===== src/rtl/minirisc_run_ctrl.sv =====
// Run controller for the KGP-miniRISC core: streams a program image into IMEM, sequences core reset/run,
// detects halt or timeout. Optional single-step gating is compiled in with RUN_SINGLE_STEP_EN.
module minirisc_run_ctrl #(
  parameter int IMEM_AW        = 10,
  parameter int TIMEOUT_CYCLES = 1400,
  parameter int RST_HOLD       = 2
) (
  input  logic               clk,
  input  logic               rst,
  input  logic               load_valid,
  output logic               load_ready,
  input  logic [31:0]        load_data,
  input  logic               load_last,
  input  logic               start,
  input  logic               abort,
  input  logic               clear,
  output logic               imem_we,
  output logic [IMEM_AW-1:0] imem_waddr,
  output logic [31:0]        imem_wdata,
  output logic               core_rst,
  output logic               core_en,
  input  logic               halt_flag,
`ifdef RUN_SINGLE_STEP_EN
  input  logic               step_mode,
  input  logic               step,
`endif
  input  logic [15:0]        core_out,
  output logic [15:0]        result,
  output logic [31:0]        cycle_count,
  output logic               done,
  output logic               timed_out,
  output logic               load_err,
  output logic               loaded
);

  localparam int HOLD_W = (RST_HOLD > 1) ? $clog2(RST_HOLD + 1) : 1;

  typedef enum logic [1:0] {S_IDLE, S_RSTHOLD, S_RUN, S_DONE} state_t;

  state_t             state_q, state_d;
  logic [IMEM_AW-1:0] cnt_q, cnt_d;
  logic [HOLD_W-1:0]  hold_q, hold_d;
  logic               core_rst_q, core_rst_d;
  logic               core_en_q, core_en_d;
  logic [15:0]        result_q, result_d;
  logic [31:0]        cycle_count_q, cycle_count_d;
  logic               done_q, done_d;
  logic               timed_out_q, timed_out_d;
  logic               load_err_q, load_err_d;
  logic               loaded_q, loaded_d;

  logic hs, step_ok, run_en, at_timeout;

  always_comb begin
    load_ready = (state_q == S_IDLE);
    hs         = load_valid & load_ready;
    imem_we    = hs & ~load_err_q;
    imem_waddr = cnt_q;
    imem_wdata = load_data;
`ifdef RUN_SINGLE_STEP_EN
    step_ok    = ~step_mode | step;
`else
    step_ok    = 1'b1;
`endif
    // core_en_q marks the cycle the core actually advances; only those count toward halt/timeout
    run_en     = (state_q == S_RUN) & core_en_q;
    at_timeout = (cycle_count_q == 32'(TIMEOUT_CYCLES - 1));
  end

  always_comb begin
    state_d       = state_q;
    cnt_d         = cnt_q;
    hold_d        = hold_q;
    result_d      = result_q;
    cycle_count_d = cycle_count_q;
    timed_out_d   = timed_out_q;
    load_err_d    = load_err_q;
    loaded_d      = loaded_q;

    case (state_q)
      S_IDLE: begin
        if (hs) begin
          if (!load_err_q) begin
            // any accepted word that is not the last leaves an incomplete image resident
            loaded_d = load_last;
            if (load_last) begin
              cnt_d = '0;
            end else if (cnt_q == {IMEM_AW{1'b1}}) begin
              load_err_d = 1'b1;
            end else begin
              cnt_d = cnt_q + 1'b1;
            end
          end
        end else if (start && loaded_q && !load_err_q) begin
          state_d       = S_RSTHOLD;
          hold_d        = '0;
          cycle_count_d = '0;
          timed_out_d   = 1'b0;
        end
        if (clear) begin
          load_err_d = 1'b0;
        end
      end
      S_RSTHOLD: begin
        if (hold_q == HOLD_W'(RST_HOLD - 1)) begin
          state_d = S_RUN;
        end else begin
          hold_d = hold_q + HOLD_W'(1);
        end
      end
      S_RUN: begin
        if (run_en) begin
          if (cycle_count_q != 32'hFFFF_FFFF) begin
            cycle_count_d = cycle_count_q + 32'd1;
          end
          if (halt_flag) begin
            state_d  = S_DONE;
            result_d = core_out;
          end else if (at_timeout) begin
            state_d     = S_DONE;
            timed_out_d = 1'b1;
            result_d    = core_out;
          end
        end
      end
      S_DONE: begin
        if (clear) begin
          state_d    = S_IDLE;
          load_err_d = 1'b0;
        end
      end
      default: state_d = S_IDLE;
    endcase

    if (abort) begin
      state_d    = S_IDLE;
      cnt_d      = '0;
      loaded_d   = 1'b0;
      load_err_d = 1'b0;
    end

    core_rst_d = (state_d == S_IDLE) || (state_d == S_RSTHOLD);
    core_en_d  = (state_d == S_RUN) && step_ok;
    done_d     = (state_d == S_DONE);
  end

  always_ff @(posedge clk or negedge rst) begin
    if (!rst) begin
      state_q       <= S_IDLE;
      cnt_q         <= '0;
      hold_q        <= '0;
      core_rst_q    <= 1'b1;
      core_en_q     <= 1'b0;
      result_q      <= '0;
      cycle_count_q <= '0;
      done_q        <= 1'b0;
      timed_out_q   <= 1'b0;
      load_err_q    <= 1'b0;
      loaded_q      <= 1'b0;
    end else begin
      state_q       <= state_d;
      cnt_q         <= cnt_d;
      hold_q        <= hold_d;
      core_rst_q    <= core_rst_d;
      core_en_q     <= core_en_d;
      result_q      <= result_d;
      cycle_count_q <= cycle_count_d;
      done_q        <= done_d;
      timed_out_q   <= timed_out_d;
      load_err_q    <= load_err_d;
      loaded_q      <= loaded_d;
    end
  end

  assign core_rst    = core_rst_q;
  assign core_en     = core_en_q;
  assign result      = result_q;
  assign cycle_count = cycle_count_q;
  assign done        = done_q;
  assign timed_out   = timed_out_q;
  assign load_err    = load_err_q;
  assign loaded      = loaded_q;

endmodule


===== config.mk =====
export PLATFORM = sky130hd
export DESIGN_NAME = minirisc_run_ctrl
export DESIGN_NICKNAME = d
export VERILOG_FILES = /design/src/rtl/minirisc_run_ctrl.sv
export SDC_FILE = /design/constraint.sdc
export NUM_CORES = 1
export LEC_CHECK = 0
export CORE_UTILIZATION = 40
export DETAILED_ROUTE_END_ITERATION = 6
export PLACE_DENSITY = 0.85
export RECOVER_POWER = 25
export SLEW_MARGIN = 20
export SYNTH_ARGS = -nofsm -noshare
export SYNTH_HDL_FRONTEND = slang
export SYNTH_SLANG_ARGS = --single-unit

===== constraint.sdc =====
create_clock -name clk -period 2.77 [get_ports clk]
set_input_delay 0.831 -clock clk [delete_from_list [all_inputs] [get_ports clk]]
set_output_delay 0.831 -clock clk [all_outputs]
set_load 0.005 [all_outputs]

==> results of run 1 <==
[registers in the layout, summed over array words and instances (netlist names)]
name         count
core_en          1
imem_waddr      10
timed_out        1
state_q          2
done             1
hold_q           2
load_err         1
loaded           1
core_rst         1
cycle_count     32
result          16
[power groups by stage]
stage | clock network [mW] | logic, mW | registers, mW
6_report | 0.784 | 0.361 | 1.13
5_1_grt | 0.848 | 0.401 | 1.15
4_1_cts | 0.804 | 0.368 | 1.13
3_5_place_dp | 0 | 0.365 | 1.15
3_3_place_gp | 0 | 0.351 | 1.15
2_1_floorplan | 0 | 0.192 | 1.14
[routing by layer]
metal | share of wire | routed length, um | track usage
met5 | 0 | 0 | 0
met4 | 0.019 | 193 | 0.07358
met3 | 0.066 | 659 | 0.06103
met2 | 0.49 | 4852 | 0.3282
met1 | 0.43 | 4219 | 0.2469
[placed cells by master, fill, tap and decap left out, drive strengths merged, types with 2 or more instances in the layout]
cell type,instances
clkdlybuf4s50,86
dfrtp,67
o21ai,34
nor2,26
nand2,26
a21oi,25
buf,24
nand3,18
mux2,16
clkbuf,16
nand4,14
and3,11
o31ai,11
or4,10
and4,10
inv,8
nor4,8
xor2,7
or3,7
a31oi,5
nand2b,5
a21o,4
nor2b,3
nor3,3
o211ai,3
ha,3
a41oi,2
o2111ai,2
a22o,2
nand3b,2
mux2i,2
nand4b,2
and2,2
[worst reg2reg max path: cells and delay by family, from the launching register on]
kind             cells  cell delay (ps)
AO/OA/AOI/OAI        3             1060
AND/OR/NAND/NOR      2              730
flip-flops           1              550
[area by class of cell]
type	instances	area, sq um
inverters	8	30.03
clock buffers	15	186.4
flip-flops and latches	68	1703
fillers	839	4350
well taps	129	161.4
clock inverters	1	5.005
repair buffers	113	1064
multi-input cells	277	1828
[worst max path at each step]
stage / startpoint / endpoint / slack [ps]
floorplan: load_valid / imem_we / 410
global placement: load_valid / imem_we / -590
detailed placement: load_valid / imem_we / -600
CTS: load_valid / imem_we / 140
global route: load_valid / imem_we / 110
finish: load_valid / imem_we / 140
[repair_timing]
item | CTS | global route
gates resized for setup | 6 | 0
setup buffers | 1 | 0
endpoints found under the setup margin | 1 | 0
[kinds of logic after synthesis]
group / count (synthesis) / synth area share
AND/OR/NAND/NOR: 152 / 0.2341
adder cells (fa/ha/maj): 3 / 0.009663
flip-flops: 68 / 0.4383
XOR/XNOR: 7 / 0.01578
multiplexers: 18 / 0.05153
buffers and inverters: 55 / 0.09211
AO/OA/AOI/OAI: 97 / 0.1585
==> results.json, run 1 <==
{
  "antenna_violations_before_repair": 0,
  "max-vdd-ir-drop_mv": 0.2834,
  "cts_tree": "yes",
  "dp_hpwl_um": 7180,
  "boundaryPins": 154,
  "fin_util": 0.5336,
  "cts_hold_buf": 0,
  "worst_ep_arrival_time_ps": 1800,
  "max_clock_freq_mhz": 380.3,
  "synth_edf_count": 0,
  "floorplan.rows": 35,
  "via_per_inst": 5.714,
  "seq_power_share": 0.498,
  "synth_cells": 400,
  "synth_sequential_area_ratio": 0.4383,
  "first_iter_violations": 168,
  "cts-root-buf": "sky130_fd_sc_hd__clkbuf_8",
  "fin_total_pwr_mw": 2.280,
  "total_internal_power_mw": 1.683,
  "timing.final.hold_violations": 0,
  "placed_cells_incl_taps": 594,
  "die_x_um": 100.6,
  "fin_worst_hold_slack_ps": 484.7,
  "global_route.overflow_total": 0,
  "grt_first_pass_wirelength_um": 15920,
  "timing.final.max_slew_violations": 69,
  "timing.setup.critical_path_class": "input port to primary output",
  "place_congestion": 0.8559,
  "finish.net_count": 536,
  "clock-skew-final_ps": 6.402,
  "hp-class": "flip-flop to flip-flop",
  "worstRegToRegCells": 5,
  "synth.yosys.warnings": 0,
  "synthesis.nets": 459,
  "yosys-top-cells-area": "sky130_fd_sc_hd__dfrtp_1 43%, sky130_fd_sc_hd__buf_4 6.4%, sky130_fd_sc_hd__mux2_2 4.3%",
  "number_of_buffers_between_clock_root_and_the_deepest_sink": 2,
  "status": "finished, violations left",
  "design.die.area_sq_um": 10110,
  "dr.pass1.iters": 4,
  "power.clock.fraction": 0.344,
  "synth_largest_area_cell": "sky130_fd_sc_hd__dfrtp_1",
  "diodes": 0,
  "crit_path_max_incr_delay_ps": 480,
  "grt_start_max_net_pins": 69,
  "timing.hold.worst.start": "timed_out",
  "critical_path.slowest_cell": "sky130_fd_sc_hd__or4b_4",
  "preCtsSetupSlack_ps": -604.5,
  "first_global_vias": 3353,
  "timing.critical_path.to_type": "primary output",
  "synth.top_cell.area_share": 0.4316,
  "worst_ep_required_time_ps": 1940,
  "worstSetupPathDepth": 4,
  "r2r_setup_slack_ps": 360,
  "slew-limit-headroom": -0.1606,
  "cts_sinks": 68,
  "drc": 0,
  "synth_ff_type": "sky130_fd_sc_hd__dfrtp_1",
  "leakage_nw": 2.094,
  "synthTopCellsByCount": "67 x sky130_fd_sc_hd__dfrtp_1, 33 x sky130_fd_sc_hd__buf_4, 33 x sky130_fd_sc_hd__o21ai_0",
  "routed_wirelength_um": 9924,
  "failing_checks": "max-capacitance violations, max-slew violations",
  "timing.critical_path.cells": "dlygate4sd2_1, or4b_4, inv_2, clkdlybuf4s15_2",
  "max_slew.worst_pin.slew_ps": 1741,
  "sw_share": 0.2618,
  "comb_power_share": 0.158,
  "switching_power_mw": 0.5969,
  "die_height_um": 100.6,
  "yosys_register_bits": 68,
  "groute.usage.overall": 0.1995,
  "max_cap_viol_count": 1,
  "synth.distinct_cells": 62,
  "fin_tns_setup_ps": 0,
  "power_per_cell_area_nw_per_um2": 458.0,
  "finalSetupViolations": 0,
  "coreArea_sq_um": 9328,
  "timing.rr.start": "cycle_count[8]",
  "stdcell_count": 611,
  "clkTransAtPathRegs_ps": 70,
  "dpl_cell_area_sq_um": 4790,
  "drt-wirelength-per-cell_um": 16.24,
  "synth.most_common_cell": "sky130_fd_sc_hd__dfrtp_1",
  "critical_path.max_fanout": 2,
  "cp_delay_by_family_top": "buffers and inverters",
  "cell_area_synth_sq_um": 3885,
  "finalCritPeriodShare": 0.9494,
  "final_layout_size_suffix_gt1_frac": 0.1535,
  "postLayoutCellArea_sq_um": 4977,
  "synth-async-reset-ratio": 1.000,
  "numCtsBuffers": 9,
  "flow.area_growth_from_synthesis_pct": 28.12,
  "worstHoldEndpoint": "timed_out",
  "endpoint_of_the_worst_slack_reg_to_reg_timing_path": "cycle_count[17]",
  "unrepaired_setup_endpoints_after_global_routing": "no",
  "synth.avg_cell_area_sq_um": 9.712,
  "io_buffers": 89,
  "critPathBufInv": 3,
  "period_minus_slack_ps": 2630,
  "htree_num_levels": 3,
  "holdPathStages": 2,
  "post-route-worst-setup-slack_ps": 140.3,
  "effective_utilization_at_floorplan": 0.4165,
  "ant_nets": 0,
  "worstSetupStartpointType": "input port",
  "route.vias.total": 3491,
  "clock_insertion_delay_worst_skew_ps": 340
}
Note: power is estimated with default switching activity, not from simulation.
==> inputs of run 2 (changes only) <==
- CTS_CLUSTER_DIAMETER: unset -> 120
==> results of run 2 <==
No change in the layout: final DEF, timing and power equal those of run 1.
==> inputs of run 3 (changes only) <==
- SKIP_LAST_GASP: unset -> 1
==> results of run 3 <==
No change in the layout: final DEF, timing and power equal those of run 1.
